### src/rtl/commit_tracker.sv
// Commit tracker: circular buffer of in-flight instruction entries.
// Up to two entries are allocated at the tail and up to two retire in order from the head.
// Each entry moves FREE -> ALLOC -> ISSUED -> DONE -> FREE.
// A completion that carries a fault blocks the head until a flush.
module commit_tracker #(
  parameter int unsigned NCOMMIT  = 32,
  parameter int unsigned LNCOMMIT = 5
) (
  input  logic                clk,
  input  logic                reset,
  input  logic [1:0]          alloc_count,
  output logic [1:0]          alloc_avail,
  output logic [LNCOMMIT-1:0] tail,
  input  logic                issue_enable_0,
  input  logic [LNCOMMIT-1:0] issue_addr_0,
  input  logic                issue_enable_1,
  input  logic [LNCOMMIT-1:0] issue_addr_1,
  input  logic                done_enable_0,
  input  logic [LNCOMMIT-1:0] done_addr_0,
  input  logic                done_fault_0,
  input  logic                done_enable_1,
  input  logic [LNCOMMIT-1:0] done_addr_1,
  input  logic                done_fault_1,
  input  logic                flush,
  output logic [NCOMMIT-1:0]  pending,
  output logic [LNCOMMIT-1:0] head,
  output logic [1:0]          retire_count,
  output logic                fault_valid,
  output logic [LNCOMMIT-1:0] fault_addr,
  output logic [LNCOMMIT:0]   count,
  output logic                empty,
  output logic                full
);

  typedef logic [LNCOMMIT-1:0] idx_t;
  typedef logic [LNCOMMIT:0]   cnt_t;

  localparam cnt_t NcommitCnt = cnt_t'(NCOMMIT);

  // Per-entry state bits
  logic [NCOMMIT-1:0] alloc_q, alloc_d;
  logic [NCOMMIT-1:0] issued_q, issued_d;
  logic [NCOMMIT-1:0] done_q, done_d;
  logic [NCOMMIT-1:0] fault_q, fault_d;

  // Pointers and occupancy
  idx_t head_q, head_d;
  idx_t tail_q, tail_d;
  cnt_t count_q, count_d;

  // Derived values
  cnt_t       free_cnt;
  idx_t       head_p1;
  idx_t       tail_p1;
  logic       ret0;
  logic       ret1;
  logic       alloc_ok;
  logic [1:0] alloc_acc;

  assign free_cnt = NcommitCnt - count_q;
  assign head_p1  = head_q + idx_t'(1);
  assign tail_p1  = tail_q + idx_t'(1);

  // Free-slot advertisement is based on registered count only
  always_comb begin
    alloc_avail = 2'd2;
    if (free_cnt < cnt_t'(2)) begin
      alloc_avail = free_cnt[1:0];
    end
  end

  // An oversized request is dropped as a whole, never partially honoured
  always_comb begin
    alloc_ok  = (alloc_count <= alloc_avail);
    alloc_acc = 2'd0;
    if (alloc_ok && !flush) begin
      alloc_acc = alloc_count;
    end
  end

  // In-order retirement from registered state; a faulting head blocks everything behind it
  always_comb begin
    ret0         = alloc_q[head_q] & done_q[head_q] & ~fault_q[head_q];
    ret1         = alloc_q[head_p1] & done_q[head_p1] & ~fault_q[head_p1];
    retire_count = 2'd0;
    if (!flush && ret0) begin
      retire_count = ret1 ? 2'd2 : 2'd1;
    end
  end

  // Next-state for entries, pointers and count
  always_comb begin
    alloc_d  = alloc_q;
    issued_d = issued_q;
    done_d   = done_q;
    fault_d  = fault_q;
    head_d   = head_q;
    tail_d   = tail_q;
    count_d  = count_q;

    // Issue only moves ALLOC -> ISSUED; both ports on one entry collapse naturally
    if (issue_enable_0 && alloc_q[issue_addr_0] && !issued_q[issue_addr_0]) begin
      issued_d[issue_addr_0] = 1'b1;
    end
    if (issue_enable_1 && alloc_q[issue_addr_1] && !issued_q[issue_addr_1]) begin
      issued_d[issue_addr_1] = 1'b1;
    end

    // Completion checks the registered issued bit, so a same-cycle issue+done is dropped
    if (done_enable_0 && alloc_q[done_addr_0] && issued_q[done_addr_0]) begin
      done_d[done_addr_0]  = 1'b1;
      fault_d[done_addr_0] = fault_d[done_addr_0] | done_fault_0;
    end
    if (done_enable_1 && alloc_q[done_addr_1] && issued_q[done_addr_1]) begin
      done_d[done_addr_1]  = 1'b1;
      fault_d[done_addr_1] = fault_d[done_addr_1] | done_fault_1;
    end

    // Retiring entries return to FREE
    if (retire_count != 2'd0) begin
      alloc_d[head_q]  = 1'b0;
      issued_d[head_q] = 1'b0;
      done_d[head_q]   = 1'b0;
      fault_d[head_q]  = 1'b0;
    end
    if (retire_count == 2'd2) begin
      alloc_d[head_p1]  = 1'b0;
      issued_d[head_p1] = 1'b0;
      done_d[head_p1]   = 1'b0;
      fault_d[head_p1]  = 1'b0;
    end

    // Allocation targets free slots at the tail, so it never collides with the above
    if (alloc_acc != 2'd0) begin
      alloc_d[tail_q]  = 1'b1;
      issued_d[tail_q] = 1'b0;
      done_d[tail_q]   = 1'b0;
      fault_d[tail_q]  = 1'b0;
    end
    if (alloc_acc == 2'd2) begin
      alloc_d[tail_p1]  = 1'b1;
      issued_d[tail_p1] = 1'b0;
      done_d[tail_p1]   = 1'b0;
      fault_d[tail_p1]  = 1'b0;
    end

    head_d  = head_q + idx_t'(retire_count);
    tail_d  = tail_q + idx_t'(alloc_acc);
    count_d = count_q + cnt_t'(alloc_acc) - cnt_t'(retire_count);

    // Flush discards everything regardless of other activity
    if (flush) begin
      alloc_d  = '0;
      issued_d = '0;
      done_d   = '0;
      fault_d  = '0;
      head_d   = '0;
      tail_d   = '0;
      count_d  = '0;
    end
  end

  // State registers with synchronous active-low reset
  always_ff @(posedge clk) begin
    if (!reset) begin
      alloc_q  <= '0;
      issued_q <= '0;
      done_q   <= '0;
      fault_q  <= '0;
      head_q   <= '0;
      tail_q   <= '0;
      count_q  <= '0;
    end else begin
      alloc_q  <= alloc_d;
      issued_q <= issued_d;
      done_q   <= done_d;
      fault_q  <= fault_d;
      head_q   <= head_d;
      tail_q   <= tail_d;
      count_q  <= count_d;
    end
  end

  // Flag allocation requests that exceed the advertised free slots
  always_ff @(posedge clk) begin
    if (reset && !flush) begin
      assert (alloc_ok)
        else $warning("commit_tracker: alloc_count %0d exceeds alloc_avail %0d, request dropped",
                      alloc_count, alloc_avail);
    end
  end

  // Output mapping
  assign pending     = alloc_q & ~issued_q;
  assign head        = head_q;
  assign tail        = tail_q;
  assign count       = count_q;
  assign empty       = (count_q == '0);
  assign full        = (count_q == NcommitCnt);
  assign fault_valid = alloc_q[head_q] & done_q[head_q] & fault_q[head_q];
  assign fault_addr  = head_q;

endmodule

### config.mk
export PLATFORM = sky130hd
export DESIGN_NAME = commit_tracker
export DESIGN_NICKNAME = d
export VERILOG_FILES = /design/src/rtl/commit_tracker.sv
export SDC_FILE = /design/constraint.sdc
export NUM_CORES = 1
export LEC_CHECK = 0
export CAP_MARGIN = 0
export CORE_MARGIN = 2
export CORE_UTILIZATION = 55
export DETAILED_ROUTE_END_ITERATION = 7
export PLACE_DENSITY = 0.82
export SLEW_MARGIN = 20
export SYNTH_ARGS = -nofsm -noshare
export SYNTH_HDL_FRONTEND = slang
export SYNTH_SLANG_ARGS = --single-unit
### constraint.sdc
create_clock -name clk -period 5.2 [get_ports clk]
set_input_delay 1.56 -clock clk [delete_from_list [all_inputs] [get_ports clk]]
set_output_delay 1.56 -clock clk [all_outputs]
set_load 0.01 [all_outputs]
; ---- After elaboration in Yosys (flattened, before gate mapping)
; Cells that the tools add are included.
[totals]
out_inout_bits = 60
regBits = 144
[op_classes]
n_lt_le_gt_ge = 18
n_addsub = 7
mux = 76
n_reduce_logical = 25
bitwise_logic = 36
n_eq_ne = 3
[ops]
columns = cell, n
row1 = two-way mux 32 bit, 22
row2 = bitwise AND 32 bit, 15
row3 = bitwise OR 32 bit, 6
row4 = NOT 32 bit, 5
row5 = binary-select mux 1 bit (select 5 bit), 16
row6 = bitwise mux 32 bit, 2
row7 = "less-than comparator 5 x 6 -> 1 bit, second input constant", 8
row8 = demux 1 bit (select 5 bit), 8
row9 = ">= comparator 5 x 1 -> 1 bit, second input constant", 8
row10 = two-way mux 1 bit, 24
row11 = logical AND 1 bit, 18
row12 = "adder 5 x 1 -> 5 bit, second input constant", 2
row13 = adder 5 x 2 -> 5 bit, 2
row14 = two-way mux 2 bit, 4
row15 = adder 6 x 2 -> 6 bit, 1
row16 = "== test 6 bit, second input constant", 1
row17 = zero test 6 bit, 1
row18 = "less-than comparator 6 x 2 -> 1 bit, second input constant", 1
row19 = subtractor 6 x 2 -> 6 bit, 1
row20 = "subtractor 6 bit, first input constant", 1
row21 = bitwise AND 1 bit, 5
row22 = "== test 2 bit, second input constant", 2
row23 = nonzero test 2 bit, 2
row24 = zero test 1 bit, 3
row25 = 4 further kinds, 7

; ---- Longest topological paths before layout
[logic_depth]
ltp_word = 19
ltp_mapped = 22

; ---- Least setup slack after synthesis
; OpenSTA, ideal clock, no wires.
[synth_path]
path_kind = register to register
start = register head_q[1] (netlist: fault_addr[1])
end = register count_q[5] (netlist: count[5])
t_arrival_ns = 4.470
n_path_buf = 3
path_stages_with_launch = 19
t_required_ns = 5.130
path_slack_ns = 0.660
path_cell_list = dfxtp_1 > buf_4 > buf_6 > mux4_2 > o32ai_1 > o41ai_1 > or3_1 > buf_2 > nor2_1 > fa_1 > inv_1 > ha_1 > a21o_1 > a21oi_1 > nor2_1 > nor2_1 > nor2_1 > or3_1 > a21oi_1
[synth_via]
elab_chain_len = 8
elab_cells_between_ends = 23
[synth_rtl]
columns = item, line_no
row1 = start: declaration, 47  ; idx_t head_q, head_d;
row2 = start signal: assignment, 170  ; head_q <= '0;
row3 = start signal: assignment, 178  ; head_q <= head_d;
row4 = adder 5 x 1 -> 5 bit, 61  ; assign head_p1 = head_q + idx_t'(1);
row5 = binary-select mux 1 bit (select 5 bit), 84  ; ret1 = alloc_q[head_p1] & done_q[head_p1] & ~fault_q[head_p1];
row6 = two-way mux 1 bit (implied by the code), 84
row7 = bitwise AND 1 bit or NOT 1 bit (tied branches), 84
row8 = bitwise AND 1 bit, 84
row9 = two-way mux 2 bit, 87  ; retire_count = ret1 ? 2'd2 : 2'd1;
row10 = two-way mux 2 bit *, 86  ; if (!flush && ret0) begin
row11 = net retire_count[1], 27  ; output logic [1:0] retire_count,
row12 = subtractor 6 x 2 -> 6 bit *, 149  ; count_d = count_q + cnt_t'(alloc_acc) - cnt_t'(retire_count);
row13 = end signal: assignment, 180  ; count_q <= count_d;
row14 = end: declaration, 49  ; cnt_t count_q, count_d;
; The timed path passes the listed nets; every way through them passes the cells marked *. The select of a mux whose other input is x is not followed.
; A chain may end at the register's enable or synchronous reset.

; ---- Worst setup path after layout
[layout_path]
start = register head_q[4] (netlist: fault_addr[4])
end = output retire_count[0]
[layout_via]
elab_chain_len = 7
elab_cells_between_ends = 22
[layout_rtl]
columns = item, line_no
row1 = adder 5 x 1 -> 5 bit, 61
row2 = binary-select mux 1 bit (select 5 bit), 84
row3 = two-way mux 1 bit (implied by the code), 84
row4 = bitwise AND 1 bit or NOT 1 bit (tied branches), 84
row5 = bitwise AND 1 bit, 84
row6 = two-way mux 2 bit, 87
row7 = two-way mux 2 bit *, 86
row8 = end: declaration, 27
; Every way passes the cells marked *; elsewhere a longest branch is shown, timed or not. The select of a mux whose other input is x is not followed.

==> run summary <==
The run finished, with violations left. The final reports fail on DRC. The synthesized netlist cell count is 1438.

Launching point of the worst reg2reg path: fault_addr[1]. The dominant combinational cell family by area after synthesis was simple AND/OR/NAND/NOR gates. The source-to-sink clock delay at the later pin of the worst-skew pair came out at 0.44 ns. Entering global routing, the biggest net connects 58 pins. The run gives 0 as the remaining antenna violation count.

Dividing the detail-routed wire length by the instance count gives 32.0 µm. 91 I/O pins were placed. The run gives 8 as the number of search-and-repair iterations in the first detailed-routing pass.

The post-route standard cell area excluding fillers was 0.0146 mm². The critical path in this run is classified as reg -> out. Setup violations remaining at the end of the flow were counted as 0. In the routed layout, each cell is associated on average with a via count of 7.60. The type of the worst min-delay path was reg -> reg.

The tools report the starting utilization of the core area as 56.5%. Tracing the worst setup path back leads to its startpoint at fault_addr[4]. The run gives 0.0140 mm² as the total cell area at the placement stage.

For this run, the number of standard cells in the final layout without fillers is 1843. The detailed router finished its first iteration with 2752 violations. Counting along the longest clock path gives a buffer depth of 2. After floorplanning, the core was divided into 54 placement rows.

The number of global-route vias before repair came out at 13400. The library cells used most frequently in the layout, excluding fill and tap cells, are 180 x sky130_fd_sc_hd__nor2_1, 141 x sky130_fd_sc_hd__dfxtp_1, 99 x sky130_fd_sc_hd__buf_4. Dividing the synthesized area by the synthesized cell count gives 8.63 µm².

The worst hold path begins at done_q[10]. The final max-slew violation count is 0, and the layout overhead on the synthesized area is 17.8%. The simple-gate share of the synthesized area works out to 25.4%. The tools report the post-route total power as 3.24 mW. The cell area that synthesis handed to floorplanning was 0.0124 mm². The library cell used most frequently in the layout, excluding fill and tap cells, is sky130_fd_sc_hd__nor2_1. Clock tree synthesis found a total of 144 sinks. After detailed routing, the total wire length is 59000 µm.

Main flop type after synthesis: sky130_fd_sc_hd__dfxtp_1. The H-tree generated during clock tree synthesis spans 4 levels. The total area inside the core boundary comes to 0.0220 mm².

In this run the clock root is driven by a sky130_fd_sc_hd__clkbuf_16. The worst pin sits at a relative slew slack of 18.0%. The total power per unit cell area was 221 mW/mm². The fraction of the cycle the final worst path needs was 97.6%; the compound-cell area share of the yosys netlist was 20.7%. For this run the aggregate overflow at the end of global routing stands at 0. TritonCTS built the clock tree. The post-detailed-placement half-perimeter wirelength is 44300 µm. The number of placed instances with taps included was 1807; the final weighted congestion in routability-driven placement was 1.14.

The setup clock skew after layout was 0.0117 ns; the worst IR drop on VDD was 332 µV. After synthesis, the share of cell area in mux cells is 20.8%. The post-layout minimum cycle time came out at 5.08 ns. Synthesis produced a netlist with a net count of 1496. Data on the critical path arrives at its endpoint at 3.52 ns. The post-synthesis sequential element count is 144, and the layout net count is 1604. The count of flip-flops with a built-in enable after synthesis was 0; the max-capacitance violation count was 0. Part of the Yosys area used for sequential elements: 23.2%. Detailed-route via count: 14000. Peak clock frequency supported by timing: 197 MHz. Clock-pin slew was measured on the worst setup and hold paths at 0.07 ns. The number of filler instances in the final layout is 1837, and the overall die height is 154 µm. After Yosys synthesis, XOR and XNOR cells account for 1.06% of the synthesized area.

Summing the areas of all fa, ha and maj instances in the mapped netlist gives 2.96% of the synthesized area. In the global route stage, overall resource usage came out at 49.1%. The run gives 3 as the initial antenna violation count.

During synthesis, Yosys emitted a total of 0 warnings. The width of the die is 154 µm. The fraction of registers with async set/reset is 0%.

The fraction of layout instances using a drive strength above 1 was 18.4%; the final routed DRC violation total was 26. For the pin with the worst max-slew slack, the measured transition is 1.22 ns. The final count of hold timing violations was 0; the global-route wire length before repair was 86000 µm. The analysis attributes to cell leakage a power of 5.07 nW. On the final layout, the worst hold slack is 0.515 ns. Setup repair after global routing left no endpoint under its margin. The startpoint class of the critical path was a flip-flop. Number of port buffers: 90. STA classifies the critical path endpoint as an output pin. The data required time at the worst endpoint was 3.64 ns.

The logs give 90 for the number of distinct library cell variants in the gate-level netlist after synthesis and 17 for the number of buffers inserted during clock tree synthesis. The run gives 0.0238 mm² as the overall die area. The highest fanout seen on the critical path is 24.
-- logic make-up (layout without fill, tap and decap cells) --
kind of cell,count (synthesis),in the layout
buffers and inverters,151,272
and+or+nand+nor,599,599
xor gates and xnor gates,15,15
muxes,142,142
AOI/OAI and AO/OA,360,360
DFF,144,144
adders and majority gates,27,27
other,0,4
-- cell usage after synthesis (9+ instances only) --
| library cell | count | share of area [%] |
|---|---|---|
| sky130_fd_sc_hd__a211oi_1 | 20 | 1.2 |
| sky130_fd_sc_hd__a21oi_1 | 55 | 2.2 |
| sky130_fd_sc_hd__a221oi_1 | 40 | 2.8 |
| sky130_fd_sc_hd__a22oi_1 | 23 | 1.4 |
| sky130_fd_sc_hd__a31oi_1 | 17 | 0.86 |
| sky130_fd_sc_hd__and2_1 | 15 | 0.76 |
| sky130_fd_sc_hd__and3b_1 | 9 | 0.64 |
| sky130_fd_sc_hd__buf_1 | 9 | 0.27 |
| sky130_fd_sc_hd__buf_2 | 22 | 0.89 |
| sky130_fd_sc_hd__buf_4 | 16 | 0.97 |
| sky130_fd_sc_hd__clkbuf_1 | 52 | 1.6 |
| sky130_fd_sc_hd__dfxtp_1 | 144 | 23 |
| sky130_fd_sc_hd__ha_1 | 23 | 2.3 |
| sky130_fd_sc_hd__inv_1 | 43 | 1.3 |
| sky130_fd_sc_hd__mux2_2 | 14 | 1.3 |
| sky130_fd_sc_hd__mux2i_1 | 37 | 3.0 |
| sky130_fd_sc_hd__mux4_2 | 90 | 16 |
| sky130_fd_sc_hd__nand2_1 | 96 | 2.9 |
| sky130_fd_sc_hd__nand2b_1 | 15 | 0.76 |
| sky130_fd_sc_hd__nand3_1 | 47 | 1.9 |
| sky130_fd_sc_hd__nand3b_1 | 18 | 1.1 |
| sky130_fd_sc_hd__nand4_1 | 14 | 0.71 |
| sky130_fd_sc_hd__nand4b_1 | 16 | 1.1 |
| sky130_fd_sc_hd__nor2_1 | 180 | 5.4 |
| sky130_fd_sc_hd__nor2b_1 | 58 | 2.9 |
| sky130_fd_sc_hd__nor3_1 | 39 | 1.6 |
| sky130_fd_sc_hd__nor3b_1 | 16 | 0.97 |
| sky130_fd_sc_hd__o211ai_1 | 12 | 0.73 |
| sky130_fd_sc_hd__o21ai_0 | 71 | 2.9 |
| sky130_fd_sc_hd__o221ai_1 | 9 | 0.64 |
| sky130_fd_sc_hd__o22ai_1 | 17 | 0.86 |
| sky130_fd_sc_hd__o31ai_1 | 9 | 0.54 |
| sky130_fd_sc_hd__or2_2 | 16 | 0.81 |
| sky130_fd_sc_hd__or3_1 | 17 | 0.86 |
-- power breakdown --
group | leakage, nW | total (mW) | switching, mW | internal (mW)
clock | 0.297 | 1.28 | 0.563 | 0.718
sequential | 1.16 | 1.16 | 0.0352 | 1.12
combinational | 3.61 | 0.799 | 0.461 | 0.338
-- worst max-delay path: stages, from the launching register on --
cell and delay [ns]:
sky130_fd_sc_hd__dfxtp_1 0.85, sky130_fd_sc_hd__nor3b_1 0.53, sky130_fd_sc_hd__a22oi_1 0.18, sky130_fd_sc_hd__and4_1 0.25
sky130_fd_sc_hd__or3_1 0.44, sky130_fd_sc_hd__inv_1 0.09, sky130_fd_sc_hd__and2_1 0.18, sky130_fd_sc_hd__clkdlybuf4s50_1 0.56
-- metrics by stage --
| stage | setup WS, ns | utilization (%) | TNS, ns |
|---|---|---|---|
| 3_3_place_gp | -0.0436 | 63.7 | -0.324 |
| 6_report | 0.123 | 66.6 | 0 |
| 5_1_grt | 0.00988 | 66.5 | 0 |
| 2_1_floorplan | 0.660 | - | 0 |
| 4_1_cts | 0.170 | 66.5 | 0 |
| 3_5_place_dp | -0.151 | 63.7 | -2.31 |
-- sequential cells by signal, summed over array words and instances (netlist names) --
register    flops
fault_addr      5
done_q         32
tail            5
fault_q        32
issued_q       32
count           6
alloc_q        32
-- worst paths after layout --
kind	to	slack (ns)	cells past startpoint
min	done_q[10]	0.52	2
max	retire_count[0]	0.12	7
max reg2reg	count[5]	0.59	18
min reg2reg	done_q[10]	0.52	2
-- final cells by class --
class	instances	area [µm²]	area share, %
Clock inverter	12	140	0.958
Clock buffer	20	467	3.19
Antenna cell	4	10.0	0.0685
Timing Repair Buffer	197	1800	12.3
Sequential cell	144	2890	19.7
Tap cell	280	350	2.40
Inverter	43	161	1.10
Multi-Input combinational cell	1143	8810	60.2
-- repair_timing --
action | in CTS | in global routing
buffers inserted | 0 | 0
resized for setup | 0 | 2
endpoints found under the hold margin | 0 | 0
endpoints found under the setup margin | 0 | 23
hold buffers | 0 | 0
-- routing by layer --
layer / wire length (µm) / global-route usage, % / part of all wire, % / vias to the layer above
li1: - / - / - / 5749
met1: 20200 / 59.7 / 34 / 6518
met2: 23100 / 68.2 / 39 / 1377
met3: 10700 / 25.3 / 18 / 358
met4: 4950 / 31.3 / 8.4 / 4
met5: 132 / 0 / 0.22 / -
Power figures use the tool's default switching activity.
